<file path="src/rtl/axi4lite_pkg.sv">
// axi4lite_pkg: shared AXI4-Lite master state type, response codes and protection default
`ifndef AXI4_ADDR_BITS
`define AXI4_ADDR_BITS 32
`endif
`ifndef AXI4_DATA_BITS
`define AXI4_DATA_BITS 64
`endif
package axi4lite_pkg;
  typedef enum logic [2:0] {IDLE, WR_REQ, WR_RESP, RD_REQ, RD_RESP, CLIENT_RSP} mst_state_t;
  localparam logic [1:0] OKAY   = 2'b00;
  localparam logic [1:0] EXOKAY = 2'b01;
  localparam logic [1:0] SLVERR = 2'b10;
  localparam logic [1:0] DECERR = 2'b11;
  localparam logic [2:0] PROT_DEFAULT = 3'b000;
endpackage

</file>
<file path="src/rtl/axi4lite_mem_master.sv">
// axi4lite_mem_master: turns single client requests into one AXI4-Lite transaction each, one in flight
module axi4lite_mem_master
  import axi4lite_pkg::*;
#(
  parameter int ADDR_W = `AXI4_ADDR_BITS,
  parameter int DATA_W = `AXI4_DATA_BITS,
  parameter int STRB_W = DATA_W / 8
) (
  input  logic              clk,
  input  logic              reset,
  input  logic              req_valid,
  output logic              req_ready,
  input  logic              req_write,
  input  logic [ADDR_W-1:0] req_addr,
  input  logic [DATA_W-1:0] req_wdata,
  input  logic [STRB_W-1:0] req_wstrb,
  output logic              rsp_valid,
  input  logic              rsp_ready,
  output logic              rsp_write,
  output logic [DATA_W-1:0] rsp_rdata,
  output logic [1:0]        rsp_resp,
  output logic              m_axi4lite_aw_valid,
  input  logic              m_axi4lite_aw_ready,
  output logic [ADDR_W-1:0] m_axi4lite_aw_addr,
  output logic [2:0]        m_axi4lite_aw_prot,
  output logic              m_axi4lite_w_valid,
  input  logic              m_axi4lite_w_ready,
  output logic [DATA_W-1:0] m_axi4lite_w_data,
  output logic [STRB_W-1:0] m_axi4lite_w_strb,
  input  logic              m_axi4lite_b_valid,
  output logic              m_axi4lite_b_ready,
  input  logic [1:0]        m_axi4lite_b_resp,
  output logic              m_axi4lite_ar_valid,
  input  logic              m_axi4lite_ar_ready,
  output logic [ADDR_W-1:0] m_axi4lite_ar_addr,
  output logic [2:0]        m_axi4lite_ar_prot,
  input  logic              m_axi4lite_r_valid,
  output logic              m_axi4lite_r_ready,
  input  logic [DATA_W-1:0] m_axi4lite_r_data,
  input  logic [1:0]        m_axi4lite_r_resp
);
  mst_state_t state;
  logic [ADDR_W-1:0] addr;
  logic [DATA_W-1:0] wdata;
  logic [STRB_W-1:0] wstrb;
  logic aw_done, w_done;
  logic aw_fire, w_fire;
  assign aw_fire = m_axi4lite_aw_valid & m_axi4lite_aw_ready;
  assign w_fire = m_axi4lite_w_valid & m_axi4lite_w_ready;
  assign m_axi4lite_aw_addr = addr;
  assign m_axi4lite_ar_addr = addr;
  assign m_axi4lite_w_data = wdata;
  assign m_axi4lite_w_strb = wstrb;
  assign m_axi4lite_aw_prot = PROT_DEFAULT;
  assign m_axi4lite_ar_prot = PROT_DEFAULT;
  always_ff @(posedge clk) begin
    if (reset) begin
      state <= IDLE;
      req_ready <= 1'b1;
      {m_axi4lite_aw_valid, m_axi4lite_w_valid, m_axi4lite_b_ready, m_axi4lite_ar_valid} <= '0;
      {m_axi4lite_r_ready, rsp_valid, rsp_write, aw_done, w_done} <= '0;
      addr <= '0;
      wdata <= '0;
      wstrb <= '0;
      rsp_rdata <= '0;
      rsp_resp <= OKAY;
    end else begin
      case (state)
        IDLE: if (req_valid) begin
          addr <= req_addr;
          wdata <= req_wdata;
          wstrb <= req_wstrb;
          req_ready <= 1'b0;
          m_axi4lite_aw_valid <= req_write;
          m_axi4lite_w_valid <= req_write;
          m_axi4lite_ar_valid <= !req_write;
          state <= req_write ? WR_REQ : RD_REQ;
        end
        WR_REQ: begin
          // AW and W complete independently; leave once both have fired in any order
          if (aw_fire) {m_axi4lite_aw_valid, aw_done} <= 2'b01;
          if (w_fire) {m_axi4lite_w_valid, w_done} <= 2'b01;
          if ((aw_done | aw_fire) & (w_done | w_fire)) begin
            {aw_done, w_done} <= 2'b00;
            m_axi4lite_b_ready <= 1'b1;
            state <= WR_RESP;
          end
        end
        WR_RESP: if (m_axi4lite_b_valid) begin
          m_axi4lite_b_ready <= 1'b0;
          rsp_resp <= m_axi4lite_b_resp;
          rsp_write <= 1'b1;
          rsp_rdata <= '0;
          rsp_valid <= 1'b1;
          state <= CLIENT_RSP;
        end
        RD_REQ: if (m_axi4lite_ar_ready) begin
          m_axi4lite_ar_valid <= 1'b0;
          m_axi4lite_r_ready <= 1'b1;
          state <= RD_RESP;
        end
        RD_RESP: if (m_axi4lite_r_valid) begin
          m_axi4lite_r_ready <= 1'b0;
          rsp_resp <= m_axi4lite_r_resp;
          rsp_write <= 1'b0;
          rsp_rdata <= m_axi4lite_r_data;
          rsp_valid <= 1'b1;
          state <= CLIENT_RSP;
        end
        CLIENT_RSP: if (rsp_ready) begin
          rsp_valid <= 1'b0;
          req_ready <= 1'b1;
          state <= IDLE;
        end
        default: state <= IDLE;
      endcase
    end
  end
endmodule

</file>
<file path="config.mk">
export PLATFORM = sky130hd
export DESIGN_NAME = axi4lite_mem_master
export DESIGN_NICKNAME = d
export VERILOG_FILES = /design/src/rtl/axi4lite_pkg.sv /design/src/rtl/axi4lite_mem_master.sv
export SDC_FILE = /design/constraint.sdc
export NUM_CORES = 1
export LEC_CHECK = 0
export ABC_AREA = 1
export BUFFER_PORTS_ARGS = -buffer_cell sky130_fd_sc_hd__buf_4
export CORE_AREA = 2 2 224 116
export CTS_CLUSTER_DIAMETER = 200
export DETAILED_ROUTE_END_ITERATION = 6
export DIE_AREA = 0 0 226 118
export SETUP_SLACK_MARGIN = 0.4
export SYNTH_ARGS = -nofsm -noshare
export SYNTH_HDL_FRONTEND = slang
export SYNTH_SLANG_ARGS = --single-unit
</file>
<file path="constraint.sdc">
create_clock -name clk -period 1.7 [get_ports clk]
set_clock_uncertainty 0.05 [all_clocks]
set_input_delay 0.255 -clock clk [delete_from_list [all_inputs] [get_ports clk]]
set_output_delay 0.255 -clock clk [all_outputs]
set_load 0.02 [all_outputs]
</file>
# --- After elaboration in Yosys (flattened, before gate mapping) ---
# Cells that the tools add are included.
# Widths: inputs -> output; s select.
op_classes:
  reduce_logical: 23
  mux: 40
  bitwise: 5
  n_eq_ne: 13
op_table:
  columns: ["op", "n"]
  rows:
  - ["$mux 64", 2]
  - ["$pmux 64 s2", 1]
  - ["$reduce_and 3->1", 7]
  - ["$mux 1", 18]
  - ["$mux 3", 6]
  - ["$pmux 3 s6", 1]
  - ["$ne 2x2->1 const B", 8]
  - ["$reduce_bool 2->1", 8]
  - ["$pmux 1 s2", 7]
  - ["$eq 3x2->1 const B", 2]
  - ["$eq 3x3->1 const B", 2]
  - ["$mux 2", 3]
  - ["$reduce_and 2->1", 3]
  - ["$reduce_and 6->1", 1]
  - ["$pmux 2 s2", 1]
  - ["$reduce_and 4->1", 1]
  - ["$and 1x1->1", 3]
  - ["$eq 3x1->1 const B", 1]
  - ["$logic_not 3->1", 1]
  - ["$pmux 1 s3", 1]
  - ["$reduce_bool 3->1", 1]
  - ["$or 1x1->1", 2]
  - ["$logic_not 1->1", 1]
word_totals:
  in_bits: 182
  word_cells: 97
  output_inout_bits: 216
  regBits: 183

# --- Depth between registers and ports, before layout ---
depth:
  ltp_word: 5
  depth_mapped: 10
  depth_no_buf: 9

# --- Worst setup path before layout ---
# No wires, ideal clock.
synth_path:
  kind: "flip-flop to flip-flop"
  from: "register state[2]"
  to: "register rsp_rdata[24]"
  setup_time_ns: 0.132
  path_stages_with_launch: 10
  t_arrival_ns: 1.225
  path_buffers: 2
  required_ns: 1.518
  synth_period_minus_slack_ns: 1.407
  slack_ns: 0.293
  cell_sequence: "dfxtp_1 > nand2_2 > nor2_4 > inv_2 > nand2_1 > nand3_2 > buf_6 > buf_6 > nand2_1 > a21oi_1"
synth_via:
  elab_chain_len: 3
  word_cells_on_any_way: 7
  classes_between: "eq/ne (4); mux (1); reduce/logical (2)"
synth_rtl:
  columns: ["item", "line", "rtl"]
  rows:
  - ["start: declaration", "axi4lite_mem_master.sv:42", "mst_state_t state;"]
  - ["start signal: assignment", "axi4lite_mem_master.sv:77", "state <= req_write ? WR_REQ : RD_REQ;"]
  - ["$eq 3x3->1 / $eq 3x2->1 (equally long branches)", "axi4lite_mem_master.sv:68", "case (state)"]
  - ["$ne 2x2->1 (no line) / $reduce_bool 2->1 (equally long branches)", null, null]
  - ["$reduce_and 3->1 (no line)", null, null]
  - ["end signal: assignment", "axi4lite_mem_master.sv:106", "rsp_rdata <= m_axi4lite_r_data;"]
  - ["end: declaration", "axi4lite_mem_master.sv:20", "output logic [DATA_W-1:0] rsp_rdata,"]
# Several ways; a longest one is shown, not always the timed one.
# A chain may end at the register's enable or synchronous reset.

# --- Worst setup path after layout ---
layout_path:
  from: "register state[1]"
  to: "register rsp_rdata[5]"
# Same word-level chain as after synthesis.

==> out/qor.yml <==
start_kind: "flop"
leakagePower_nw: 6.18
cts_made_buffers: 17
hp-class: "input port to flop"
dp.cells: 1544
utilization: 0.568
status: "complete, no violations"
diodes: 0
overflow: 0
synth-edff-count: 0
htree_levels: 4
ff2ff_setup_slack_ns: 0.16
whs_ns: 0.00434
required_ns: 2.03
clkTransAtPathRegs_ns: 0.07
holdPathEnd: "m_axi4lite_w_data[17]"
drive_gt1_frac: 0.487
die_y_um: 118
met3_usage: 0.0624
synthFlopType: "dfxtp_1"
grt_most_used_layer: "met2"
areaGrowthSynthToFinish_pct: 106
setup_viol: 0
worstReg2RegStart: "state[1]"
total_power_mw: 19.4
post-synth-top-area-cell: "dfxtp_1"
drtPass1Iterations: 5
io_buffers: 391
synth-seq-cells: 183
clk_latency_ns: 0.45
clock-sinks: 183
nets: 1613
rsz0062_at_grt: "true"
vdd_drop_max_mv: 0.674
antenna_found_initial: 0
clockBufferDepth: 2
min_period_over_period: 0.904
holdCritStartpoint: "req_wdata[17]"
gp_congestion: 0.829
min_period_ns: 1.54
worst_r2r_endpoint: "rsp_rdata[5]"
synthTopCellsByArea: "dfxtp_1 (54%), nand2_1 (21%), a21oi_1 (13%)"
initial_core_util: 0.276
min_path_cells: 3
syn_area_mm2: 0.00680
synth_cells: 886
yosysWarnings: 0
grt_max_degree: 66
synth_most_common_cell: "nand2_1"
vias_per_cell: 4.56
preCtsSetupSlack_ns: 0.192
grt_pass1_wl_mm: 44.3
vias: 8156
cp-end-kind: "flop"
first_global_vias: 7913
die_area_mm2: 0.0267
register_area_mm2: 0.00374
grt_use_met2: 0.348
power_density_mw_per_mm2: 1390
layout.cells.non_filler: 1787
coreArea_mm2: 0.0247
multi_input_area_mm2: 0.00325
drc_errors: 0
max_freq_mhz: 650
synthTopCellsByCount: "nand2_1 (374), dfxtp_1 (183), a21oi_1 (178), buf_4 (41), clkbuf_1 (26)"
cp_max_fo: 14
grtUsageTotal: 0.218
maxCapViolCount: 0
grt_util_met1: 0.284
crit_arrival_ns: 1.87
n_fill_cell: 2034
async_flop_share: 0
drtIter0Drc: 455
syn_area_per_cell_um2: 7.68
ios: 398
finalInstanceArea_mm2: 0.0140
worst_pin_slew_ns: 0.543
dp_hpwl_mm: 16.6
worst-r2r-cell-count: 7
rows: 41
cts_tree: "yes"
wl_per_cell_um: 18.0
finalWirelength_mm: 32.2
finalSetupTns_ns: 0
setup_slack_ns: 0.163
die_w_um: 226
netlist.area_leader.share: 0.538
crit_type: "flop to flop"
final-max-slew-violation-count: 0
cts_root_buffer: "clkbuf_16"
yosysSeqAreaShare: 0.538
synth_cell_types: 22
final_antenna_net_count: 0
dpl_cell_area_mm2: 0.00986
finalHoldViolCount: 0
slew_headroom: 0.638
-- registers in the layout, summed over array words and instances, names as in the netlist, 2 cells and up --
name and flops:
m_axi4lite_ar_addr 32, rsp_rdata 64, rsp_resp 2, m_axi4lite_w_strb 8, m_axi4lite_w_data 64, state 3
-- worst max-delay path: stages, from the launching register on --
cell	delay [ns]
dfxtp_4	0.41
buf_6	0.12
nand4_1	0.18
nand3_4	0.20
buf_6	0.15
clkbuf_16	0.17
nand2_1	0.05
a21oi_1	0.13
-- logic make-up after synthesis --
| kind of cell | count (synthesis) | synth area share |
|---|---|---|
| compound gates | 187 | 0.139 |
| buf+inv | 111 | 0.0916 |
| flops | 183 | 0.538 |
| other cells | 1 | 0.000551 |
| simple gates | 404 | 0.230 |
-- cells in the final DEF (no fill, tap or decap), types with 4 or more instances in the layout --
master	instances
buf_4	399
clkbuf_16	26
nand4_1	4
nand2_1	308
inv_4	4
a21oi_2	71
buf_12	16
buf_16	24
dfxtp_2	46
buf_6	14
nor2_4	5
dfxtp_1	132
conb_1	6
inv_1	10
inv_8	4
dfxtp_4	5
o21ai_0	5
nor2_1	11
dlygate4sd3_1	151
a21oi_1	107
nand2_4	42
nand2_2	25
-- layout make-up --
class,instances,area share
Multi-Input combinational cell,597,0.232
Timing Repair inverter,1,0.000803
Clock inverter,13,0.0122
Timing Repair Buffer,614,0.421
Inverter,17,0.00616
Tap cell,344,0.0307
Sequential cell,183,0.267
Clock buffer,18,0.0306
-- worst max path at each step --
stage                         from                   end  slack, ns  cells past startpoint
after floorplan           state[1]         rsp_rdata[24]       0.35                     10
after global placement    state[0]    m_axi4lite_w_valid       0.21                      7
after detailed placement  state[0]              state[1]       0.19                      8
after CTS                 state[1]         rsp_rdata[59]       0.22                      7
after global routing      state[0]  m_axi4lite_w_strb[3]       0.09                      7
final                     state[1]          rsp_rdata[5]       0.16                      7
-- what timing repair did --
item | CTS | global route
setup endpoints to repair | 213 | 225
cloned | 22 | 9
buffers inserted | 26 | 4
endpoints found under the hold margin | 152 | 2
hold buffers | 149 | 2
resized for setup | 124 | 172
pin swaps | 14 | 39
-- routing by layer --
layer	part of all wire	wire length (um)
met1	0.46	14800
met3	0.068	2180
met2	0.46	14700
met4	0.016	503
met5	0	0
-- power breakdown --
part           switching, mW  total, mW  leakage, nW  internal [mW]
Clock                   1.86       4.19        0.298           2.33
Combinational           4.98       9.56         4.37           4.58
Sequential             0.570       5.67         1.51           5.10
No activity file was read; power rests on OpenSTA's default activity.
